<file path="config.mk">
export PLATFORM = sky130hd
export DESIGN_NAME = alu_decode_mc
export DESIGN_NICKNAME = d
export VERILOG_FILES = /design/src/rtl/alu_pkg.sv /design/src/rtl/alu_decode_comb.sv /design/src/rtl/alu_decode_mc.sv
export SDC_FILE = /design/constraint.sdc
export NUM_CORES = 1
export LEC_CHECK = 0
export ABC_AREA = 1
export BUFFER_PORTS_ARGS = -buffer_cell sky130_fd_sc_hd__buf_2
export CAP_MARGIN = 20
export CORE_MARGIN = 2
export CORE_UTILIZATION = 35
export CTS_BUF_LIST = sky130_fd_sc_hd__clkbuf_16
export DETAILED_ROUTE_END_ITERATION = 6
export GPL_TIMING_DRIVEN = 1
export PLACE_DENSITY = 0.61
export SLEW_MARGIN = 20
export SYNTH_ARGS = -nofsm -noshare
export SYNTH_HDL_FRONTEND = slang
export SYNTH_SLANG_ARGS = --single-unit
export TNS_END_PERCENT = 5
</file>
<file path="constraint.sdc">
create_clock -name clk -period 2.2 [get_ports clk]
set_clock_uncertainty 0.05 [all_clocks]
set_input_delay 0.22 -clock clk [delete_from_list [all_inputs] [get_ports clk]]
set_output_delay 0.22 -clock clk [all_outputs]
set_load 0.03 [all_outputs]
</file>
<file path="src/rtl/alu_pkg.sv">
// Shared types for the multi-cycle ALU decoder: control codes, ALU op
// classes, MDU op field and the sequencing FSM states.
package alu_pkg;

    typedef enum logic [3:0] {
        ALU_AND   = 4'b0000,
        ALU_OR    = 4'b0001,
        ALU_ADD   = 4'b0010,
        ALU_PASSB = 4'b0011,
        ALU_XOR   = 4'b0100,
        ALU_SLTU  = 4'b0101,
        ALU_SUB   = 4'b0110,
        ALU_SLT   = 4'b0111,
        ALU_SLL   = 4'b1000,
        ALU_SRL   = 4'b1001,
        ALU_SRA   = 4'b1010
    } alucontrol_t;

    typedef enum logic [1:0] {
        AOP_ADD   = 2'b00,
        AOP_SUB   = 2'b01,
        AOP_FUNC  = 2'b10,
        AOP_PASSB = 2'b11
    } aluop_t;

    typedef logic [2:0] mdu_op_t;

    typedef enum logic {
        IDLE = 1'b0,
        BUSY = 1'b1
    } state_t;

endpackage

</file>
<file path="src/rtl/alu_decode_comb.sv">
// Pure combinational decode of the RV32I/RV32M ALU fields into a
// control code plus M-op and illegal flags.
module alu_decode_comb
    import alu_pkg::*;
#(
    parameter bit ENABLE_M = 1'b1
) (
    input  logic [1:0]  aluop,
    input  logic        op5,
    input  logic        f7b5,
    input  logic        f7b0,
    input  logic [2:0]  funct3,
    output alucontrol_t alucontrol,
    output logic        is_m,
    output logic        illegal
);

    logic m_enc;
    logic r_sub;

    assign m_enc = op5 & f7b0;
    assign r_sub = op5 & f7b5;

    always_comb begin
        alucontrol = ALU_ADD;
        is_m       = 1'b0;
        illegal    = 1'b0;
        unique case (aluop_t'(aluop))
            AOP_ADD:   alucontrol = ALU_ADD;
            AOP_SUB:   alucontrol = ALU_SUB;
            AOP_PASSB: alucontrol = ALU_PASSB;
            AOP_FUNC: begin
                if (m_enc) begin
                    is_m    = ENABLE_M;
                    illegal = !ENABLE_M;
                end else if (r_sub && funct3 != 3'b000 && funct3 != 3'b101) begin
                    // funct7[5] only qualifies sub and sra on R-type
                    illegal = 1'b1;
                end else begin
                    unique case (funct3)
                        3'b000: alucontrol = r_sub ? ALU_SUB : ALU_ADD;
                        3'b001: alucontrol = ALU_SLL;
                        3'b010: alucontrol = ALU_SLT;
                        3'b011: alucontrol = ALU_SLTU;
                        3'b100: alucontrol = ALU_XOR;
                        3'b101: alucontrol = f7b5 ? ALU_SRA : ALU_SRL;
                        3'b110: alucontrol = ALU_OR;
                        3'b111: alucontrol = ALU_AND;
                    endcase
                end
            end
        endcase
    end

endmodule

</file>
<file path="src/rtl/alu_decode_mc.sv">
// Multi-cycle ALU decoder: registered ready/valid result stage with
// fixed-latency MDU sequencing, stall and flush.
module alu_decode_mc
    import alu_pkg::*;
#(
    parameter int ALUCTRL_W = 4,
    parameter bit ENABLE_M  = 1'b1,
    parameter int MUL_LAT   = 2,
    parameter int DIV_LAT   = 33
) (
    input  logic                 clk,
    input  logic                 reset,
    input  logic                 flush,
    input  logic                 in_valid,
    output logic                 in_ready,
    input  logic                 op5,
    input  logic                 f7b5,
    input  logic                 f7b0,
    input  logic [2:0]           funct3,
    input  logic [1:0]           aluop,
    output logic                 out_valid,
    input  logic                 out_ready,
    output logic [ALUCTRL_W-1:0] alucontrol,
    output logic                 mdu_sel,
    output logic                 illegal,
    output logic                 mdu_start,
    output logic [2:0]           mdu_op,
    output logic                 busy
);

    localparam int MAX_LAT = (MUL_LAT > DIV_LAT) ? MUL_LAT : DIV_LAT;
    localparam int CNT_W   = $clog2(MAX_LAT + 1);
    localparam logic [CNT_W-1:0] MUL_LAST = CNT_W'(MUL_LAT - 1);
    localparam logic [CNT_W-1:0] DIV_LAST = CNT_W'(DIV_LAT - 1);

    state_t             state_q, state_d;
    logic [CNT_W-1:0]   cnt_q, cnt_d;
    logic               ov_q, ov_d;
    alucontrol_t        code_q, code_d;
    logic               msel_q, msel_d;
    logic               ill_q, ill_d;
    logic               start_q, start_d;
    mdu_op_t            op_q, op_d;

    alucontrol_t        dec_code;
    logic               dec_is_m;
    logic               dec_ill;
    logic               accept;
    logic               fire;

    alu_decode_comb #(
        .ENABLE_M (ENABLE_M)
    ) u_dec (
        .aluop      (aluop),
        .op5        (op5),
        .f7b5       (f7b5),
        .f7b0       (f7b0),
        .funct3     (funct3),
        .alucontrol (dec_code),
        .is_m       (dec_is_m),
        .illegal    (dec_ill)
    );

    assign in_ready = (state_q == IDLE) & (!ov_q | out_ready) & !flush;
    assign accept   = in_valid & in_ready;
    assign fire     = ov_q & out_ready;

    always_comb begin
        state_d = state_q;
        cnt_d   = cnt_q;
        ov_d    = ov_q;
        code_d  = code_q;
        msel_d  = msel_q;
        ill_d   = ill_q;
        start_d = 1'b0;
        op_d    = op_q;
        if (flush) begin
            state_d = IDLE;
            cnt_d   = '0;
            ov_d    = 1'b0;
        end else begin
            if (fire) ov_d = 1'b0;
            unique case (state_q)
                IDLE: begin
                    if (accept && dec_is_m) begin
                        state_d = BUSY;
                        cnt_d   = funct3[2] ? DIV_LAST : MUL_LAST;
                        start_d = 1'b1;
                        op_d    = funct3;
                    end else if (accept) begin
                        ov_d   = 1'b1;
                        code_d = dec_code;
                        msel_d = 1'b0;
                        ill_d  = dec_ill;
                    end
                end
                BUSY: begin
                    // latency is exact; the MDU result is taken on this cycle
                    if (cnt_q == '0) begin
                        state_d = IDLE;
                        ov_d    = 1'b1;
                        code_d  = ALU_ADD;
                        msel_d  = 1'b1;
                        ill_d   = 1'b0;
                    end else begin
                        cnt_d = cnt_q - 1'b1;
                    end
                end
            endcase
        end
    end

    always_ff @(posedge clk) begin
        if (reset) begin
            state_q <= IDLE;
            cnt_q   <= '0;
            ov_q    <= 1'b0;
            code_q  <= ALU_ADD;
            msel_q  <= 1'b0;
            ill_q   <= 1'b0;
            start_q <= 1'b0;
            op_q    <= '0;
        end else begin
            state_q <= state_d;
            cnt_q   <= cnt_d;
            ov_q    <= ov_d;
            code_q  <= code_d;
            msel_q  <= msel_d;
            ill_q   <= ill_d;
            start_q <= start_d;
            op_q    <= op_d;
        end
    end

    assign out_valid  = ov_q;
    assign alucontrol = ALUCTRL_W'(code_q);
    assign mdu_sel    = msel_q;
    assign illegal    = ill_q;
    assign mdu_start  = start_q;
    assign mdu_op     = op_q;
    assign busy       = (state_q == BUSY);

endmodule

</file>
==> impl_metrics.toml, run 1 <==
[power_and_ir_drop]
peakVddDrop_uv = 558
power.leakage_nw = 0.590
seq_power_share_pct = 42.3
power_frac_clock_pct = 45.5
p_sw_w = 0.000188
p_per_area_nw_per_um2 = 666
switching_share_pct = 23.7
internal-power_w = 0.000606
pwr-share-comb_pct = 12.2

[logic_synthesis]
syn_area_sq_um = 951
yosys_register_bits = 18
ys_warn_count = 0
synth_seq_area_share_pct = 37.9
synthAdderAreaFrac_pct = 1.32
synth_top_family_by_area = "simple AND/OR/NAND/NOR gates"
synth_top_area_cell = "dfxtp_1"
netlist_instances = 143
synth-compound-area-share_pct = 12.8
synth_mux_area_share_pct = 0
synthSimpleGateAreaFrac_pct = 38.3
syn-num-nets = 157
synth-xor-area-share_pct = 1.84
syn_area_per_cell_sq_um = 6.65
yosys.cell_types.count = 20
synth_area_leaders = "dfxtp_1 38%, nand2_1 13%, nor2_1 9.1%, inv_1 7.5%, nand3_1 6.3%"
synth_top_area_share_pct = 37.9

[setup_path]
worst_ep_required_time_ns = 2.28
arrival_ns = 1.65
critPathLaunchType = "flop"
worst_setup_path_end_kind = "flop"
cp_max_fo = 6
crit_type = "flop to flop"

[cts]
cts_buffer_depth = 2
cts_buffers = 3
numClockSinks = 18
cts_root_buf = "clkbuf_16"
cts_resized = 0
worstSkewPairLatency_ns = 0.25
cts_htree_levels = 1
cts_setup_buffers = 0
cts_hold_buf = 0
clkTransAtPathRegs_ns = 0.05
cts_tree = "built"

[global_route]
grt_max_degree = 11
overflow = 0
grtUsageTotal_pct = 13.6
grt_pass1_vias = 797
grt_pass1_wl_mm = 3.47
antenna_found_initial = 0

[placement]
finalWeightedCongestion = 0.853
place_ws_ns = 0.667
place_hpwl_mm = 1.78
io_buffers = 25

[route]
dr.pass1.iters = 4
wl_per_cell_um = 10.6
dr_total_vias = 986
drt-initial-drc-count = 20
vias_per_cell = 4.88
drc_errors = 0
ant_nets = 0
wirelength_mm = 2.13

[run]
maxCapViolCount = 0

[layout]
drive_gt1_share_pct = 21.5
area_growth_pct = 25.4
n_antenna_cell = 0
final_common_cell = "nand2_1"
final_util_pct = 47.3
nets = 187
mostFrequentLayoutCells = "33 x nand2_1, 25 x buf_2, 23 x nor2_1, 19 x inv_1, 18 x dfxtp_1"

[timing]
finalSetupTns_ns = 0
grt_setup_unrepaired = "false"
timing.fmax_mhz = 639
worst_slew_pin_slew_ns = 0.359
finalSetupViolations = 0
fin_ws_ns = 0.636
hold_violations = 0
max_slew_margin_pct = 76.0
final_min_period_over_clock_period_pct = 71.1
fin_crit_ns = 1.56
maxSlewViolCount = 0

[run_status]
status = "complete, no violations"

[floorplanning]
rows = 18
io_pins = 26
die_h_um = 56.1
dieArea_sq_um = 3150
die_w_um = 56.1
initial_core_util_pct = 37.7
core-area_sq_um = 2520

[min_path]
holdCritPathClass = "input port to flop"
[path summary, 6_finish.rpt]
check,startpoint,end,slack [ns],cells after the start
max,cnt_q[0]$_SDFFE_PP0P_,illegal$_SDFFE_PP0P_,0.64,9
min,reset,alucontrol[2]$_SDFFE_PP0P_,0.15,2
max reg2reg,cnt_q[0]$_SDFFE_PP0P_,illegal$_SDFFE_PP0P_,0.64,9
min reg2reg,mdu_sel$_SDFFE_PP0P_,mdu_sel$_SDFFE_PP0P_,0.41,2
[cells in the mapped netlist, drive strengths merged]
| master | instances |
|---|---|
| o32ai | 1 |
| ha | 1 |
| o21ai | 9 |
| nor3 | 1 |
| a31oi | 1 |
| nand3 | 13 |
| inv | 20 |
| nor2 | 25 |
| nand2 | 38 |
| a21oi | 11 |
| o22ai | 1 |
| xor2 | 2 |
| dfxtp | 18 |
| nand4 | 2 |
[layout make-up]
type / count / area, sq um
timing repair buffer: 25 / 125
fill: 282 / 1330
inverter: 20 / 75.1
sequential: 18 / 360
clock inverter: 1 / 3.75
clock buffer: 3 / 75.1
multi-input combinational: 105 / 515
tap: 30 / 37.5
[state kept, by name, summed over array words and instances, names as in the netlist]
name	cells
mdu_start	1
mdu_op	3
busy	1
illegal	1
cnt_q	6
alucontrol	4
out_valid	1
mdu_sel	1
[worst max-delay path, stage by stage, from the launching register on]
cell and delay (ns):
dfxtp_1 0.31, inv_1 0.09, ha_1 0.21, nand3_1 0.09, nand2_1 0.18, nand2_1 0.11, inv_1 0.08, nand2_2 0.08
o21ai_0 0.19, nor2_1 0.06
[per-layer routing]
| metal | wire (um) | track usage, % | part of all wire (%) |
|---|---|---|---|
| met5 | 0 | 0 | 0 |
| met2 | 952 | 22.2 | 45 |
| met3 | 72 | 0.698 | 3.4 |
| met1 | 1070 | 17.9 | 50 |
| met4 | 42 | 7.14 | 2.0 |
[power groups by stage]
stage          clock network, W  registers [W]   logic, W
2_1_floorplan                 0       0.000355  0.0000492
3_5_place_dp                  0       0.000343  0.0000965
4_1_cts                0.000365       0.000336  0.0000969
6_report               0.000362       0.000336  0.0000969
5_1_grt                0.000380       0.000337   0.000108
3_3_place_gp                  0       0.000343  0.0000951
[stage by stage]
stage | area [sq um] | hold slack, ns | power [W] | cells
finish | 1190 | 0.152 | 0.000795 | 202
global route | 1190 | 0.164 | 0.000825 | 202
CTS | 1190 | 0.146 | 0.000798 | 202
detailed placement | 1110 | 0.403 | 0.000440 | 198
global placement | 1110 | 0.398 | 0.000438 | 198
floorplan | 951 | 0.239 | 0.000404 | 143
[logic make-up after synthesis]
logic type | count (synthesis)
simple gates | 79
compound gates | 23
buf+inv | 20
flops | 18
xor+xnor | 2
fa+ha+maj | 1
Note: power is estimated with default switching activity, not from simulation.
==> run 2: changes to the inputs <==
--- a/config.mk
+++ b/config.mk
@@ -5,7 +5,7 @@
 export SDC_FILE = /design/constraint.sdc
 export NUM_CORES = 1
 export LEC_CHECK = 0
-export ABC_AREA = 1
+export ABC_AREA = 0
 export BUFFER_PORTS_ARGS = -buffer_cell sky130_fd_sc_hd__buf_2
 export CAP_MARGIN = 20
 export CORE_MARGIN = 2
@@ -13,7 +13,7 @@
 export CTS_BUF_LIST = sky130_fd_sc_hd__clkbuf_16
 export DETAILED_ROUTE_END_ITERATION = 6
 export GPL_TIMING_DRIVEN = 1
-export PLACE_DENSITY = 0.61
+export PLACE_DENSITY = 0.63
 export SLEW_MARGIN = 20
 export SYNTH_ARGS = -nofsm -noshare
 export SYNTH_HDL_FRONTEND = slang
==> constraint.sdc (replaced) <==
create_clock -name clk -period 1.3 [get_ports clk]
set_clock_uncertainty 0.05 [all_clocks]
set_input_delay 0.13 -clock clk [delete_from_list [all_inputs] [get_ports clk]]
set_output_delay 0.13 -clock clk [all_outputs]
set_load 0.03 [all_outputs]
==> run 2 against run 1 <==
Against the previous run:
- critical path depth down 4
- sequential share of layout area down 5.3 points
- core utilization up 7.2 points
- the flow now finishes with violations (negative setup slack)
- global-route usage up 3.5 points
- worst hold slack better by 0.013 ns
- routed wire length up 27%
- clock power up 73%
- highest routed layer unchanged
==> impl_metrics.toml, run 2 <==
[run_status]
status = "finished with violations"
violations = "negative setup slack"

[route]
dr.pass1.iters = 4
vias_per_cell = 5.27
wl_per_cell_um = 13.6
dr_total_vias = 1054
wirelength_mm = 2.71
ant_nets = 0
drc_errors = 0
drt-initial-drc-count = 25

[logic_synthesis]
yosys_register_bits = 18
synth_top_area_share_pct = 37.4
syn_area_per_cell_sq_um = 8.23
synth_area_leaders = "dfxtp_1 37%, nor2_1 7.0%, a21oi_1 4.7%, nand3_1 3.6%, xnor2_1 3.6%"
synth-compound-area-share_pct = 20.6
yosys.cell_types.count = 42
synth_seq_area_share_pct = 37.4
synth_flop_cell = "dfxtp_1"
synth_commonest_cells = "18 x dfxtp_1, 18 x nor2_1, 9 x a21oi_1, 7 x nand3_1"
synth_top_area_cell = "dfxtp_1"
synthSimpleGateAreaFrac_pct = 30.6
synth-xor-area-share_pct = 4.55
netlist_instances = 117
syn-num-nets = 131
syn_area_sq_um = 963
synth_enable_flop_cells = 0
synthAdderAreaFrac_pct = 1.30
ys_warn_count = 0
synth_mux_area_share_pct = 1.04
synth_top_family_by_area = "simple AND/OR/NAND/NOR gates"
ys_async_sr_fraction_pct = 0

[cts]
cts_htree_levels = 1
numClockSinks = 18
cts_root_buf = "clkbuf_16"
cts_tree = "built"
cts_buffer_depth = 2
cts_buffers = 3
worstSkewPairLatency_ns = 0.25
clkTransAtPathRegs_ns = 0.05

[setup_path]
critPathTopFamily = "simple AND/OR/NAND/NOR gates"
crit_chain = "nor4_4 -> or3b_4 -> nand2_4 -> o2111a_1 -> o21bai_1"
cp_max_fo = 6
critPathLaunchType = "flop"
worst_setup_path_end_kind = "flop"
worst_ep_required_time_ns = 1.39
slowest_stage = "or3b_4"
cp.buffers_inverters = 0
arrival_ns = 1.62
crit_type = "flop to flop"
max_stage_delay_ns = 0.43

[layout]
mostFrequentLayoutCells = "29 x buf_4, 24 x buf_2, 16 x nor2_1, 15 x dfxtp_1, 7 x a21oi_1"
n_antenna_cell = 0
drive_gt1_share_pct = 45.6
largest_reg_flops = 6
regMostFlops = "cnt_q"
instances_no_fill = 200
seq_area_sq_um = 364
area_growth_pct = 51.8
final_common_cell = "buf_4"
multi_input_area_sq_um = 613
fillers = 249
nets = 184

[placement]
place_hpwl_mm = 1.96
io_buffers = 25
finalWeightedCongestion = 0.823
place_ws_ns = -0.263
dp.cells = 195

[timing]
final_min_period_over_clock_period_pct = 118
fin_ws_ns = -0.230
maxSlewViolCount = 0
worst_slew_pin_slew_ns = 0.301
holdWs_ns = 0.165
fin_crit_ns = 1.53
grt_setup_unrepaired = "true"
timing.fmax_mhz = 654
finalSetupViolations = 14
max_slew_margin_pct = 79.8
hold_violations = 0

[floorplanning]
rows = 19
io_pins = 26
dieArea_sq_um = 3190
die_w_um = 56.5
initial_core_util_pct = 35.9
die_h_um = 56.5
core-area_sq_um = 2690

[global_route]
grt_pass1_wl_mm = 4.22
grtUsageTotal_pct = 17.0
antenna_found_initial = 0
overflow = 0
grt_max_degree = 11
grt_pass1_vias = 967

[min_path]
holdCritPathClass = "input port to flop"

[power_and_ir_drop]
total_power_w = 0.00137
peakVddDrop_uv = 974
p_per_area_nw_per_um2 = 940
power.leakage_nw = 0.641

[run]
maxCapViolCount = 0
-- run 2: cell count changes in the layout (fill, tap and decap cells not counted), moves of 4 or more --
cell,change
buf_4,+29
nand2_1,-29
inv_1,-14
o21ai_0,-8
nor2_1,-7
nand3_1,-6
a21oi_1,-4
xnor2_1,+4
-- run 2: layer usage --
metal / global-route usage, % / up-vias / part of all wire, %
li1: - / 528 / -
met1: 20.3 / 494 / 41
met2: 28.2 / 27 / 53
met3: 4.84 / 5 / 4.6
met4: 7.48 / 0 / 1.1
met5: 0 / - / 0
-- run 2: layout make-up --
class	count	area share, %
well taps	31	2.65
flip-flops and latches	18	24.9
inverters	5	1.28
clock inverters	1	0.257
repair buffers	54	23.9
clock buffers	3	5.13
multi-input cells	88	41.9
-- run 2: final timing paths --
check / startpoint / to / slack (ns) / cells past startpoint
worst min register to register: alucontrol[0]$_SDFFE_PP0P_ / alucontrol[0]$_SDFFE_PP0P_ / 0.42 / 2
worst max register to register: cnt_q[5]$_SDFFE_PP0P_ / alucontrol[1]$_SDFFE_PP1P_ / -0.23 / 5
worst max-delay path: cnt_q[5]$_SDFFE_PP0P_ / alucontrol[1]$_SDFFE_PP1P_ / -0.23 / 5
worst min-delay path: reset / alucontrol[3]$_SDFFE_PP0P_ / 0.16 / 3
-- run 2: tightest hold or removal path: stages --
cell and delay (ns):
buf_2 0.08, buf_4 0.16, a21oi_2 0.04
-- run 2: repair_timing --
item                                   in CTS  in global routing
hold buffers                                0                  0
setup endpoints to repair                  16                 18
pin swaps                                   2                  4
buffers inserted                            1                  0
endpoints found under the hold margin       0                  0
gates resized for setup                     8                  8
gates cloned                                0                  0
-- run 2: logic make-up (layout without fill, tap and decap cells) --
kind of cell	after synthesis	count (layout)
simple gates	52	52
compound gates	29	29
flops	18	18
buf+inv	11	63
xor+xnor	5	5
fa+ha+maj	1	1
mux	1	1
-- run 2: through the flow --
stage / TNS (ns) / util (%) / area [sq um]
after floorplan: -2.15 / - / 971
after global placement: -1.90 / 49.0 / 1320
after detailed placement: -2.37 / 49.0 / 1320
after CTS: -2.05 / 53.3 / 1430
after global routing: -3.10 / 54.4 / 1460
final: -1.61 / 54.4 / 1460
-- run 2: where the power goes --
group	internal (W)	leakage, nW	switching [W]	total, W
clock network	0.000409	0.0385	0.000218	0.000627
registers	0.000560	0.147	0.00000428	0.000564
logic	0.0000858	0.455	0.0000980	0.000184
total	0.00105	0.641	0.000320	0.00137
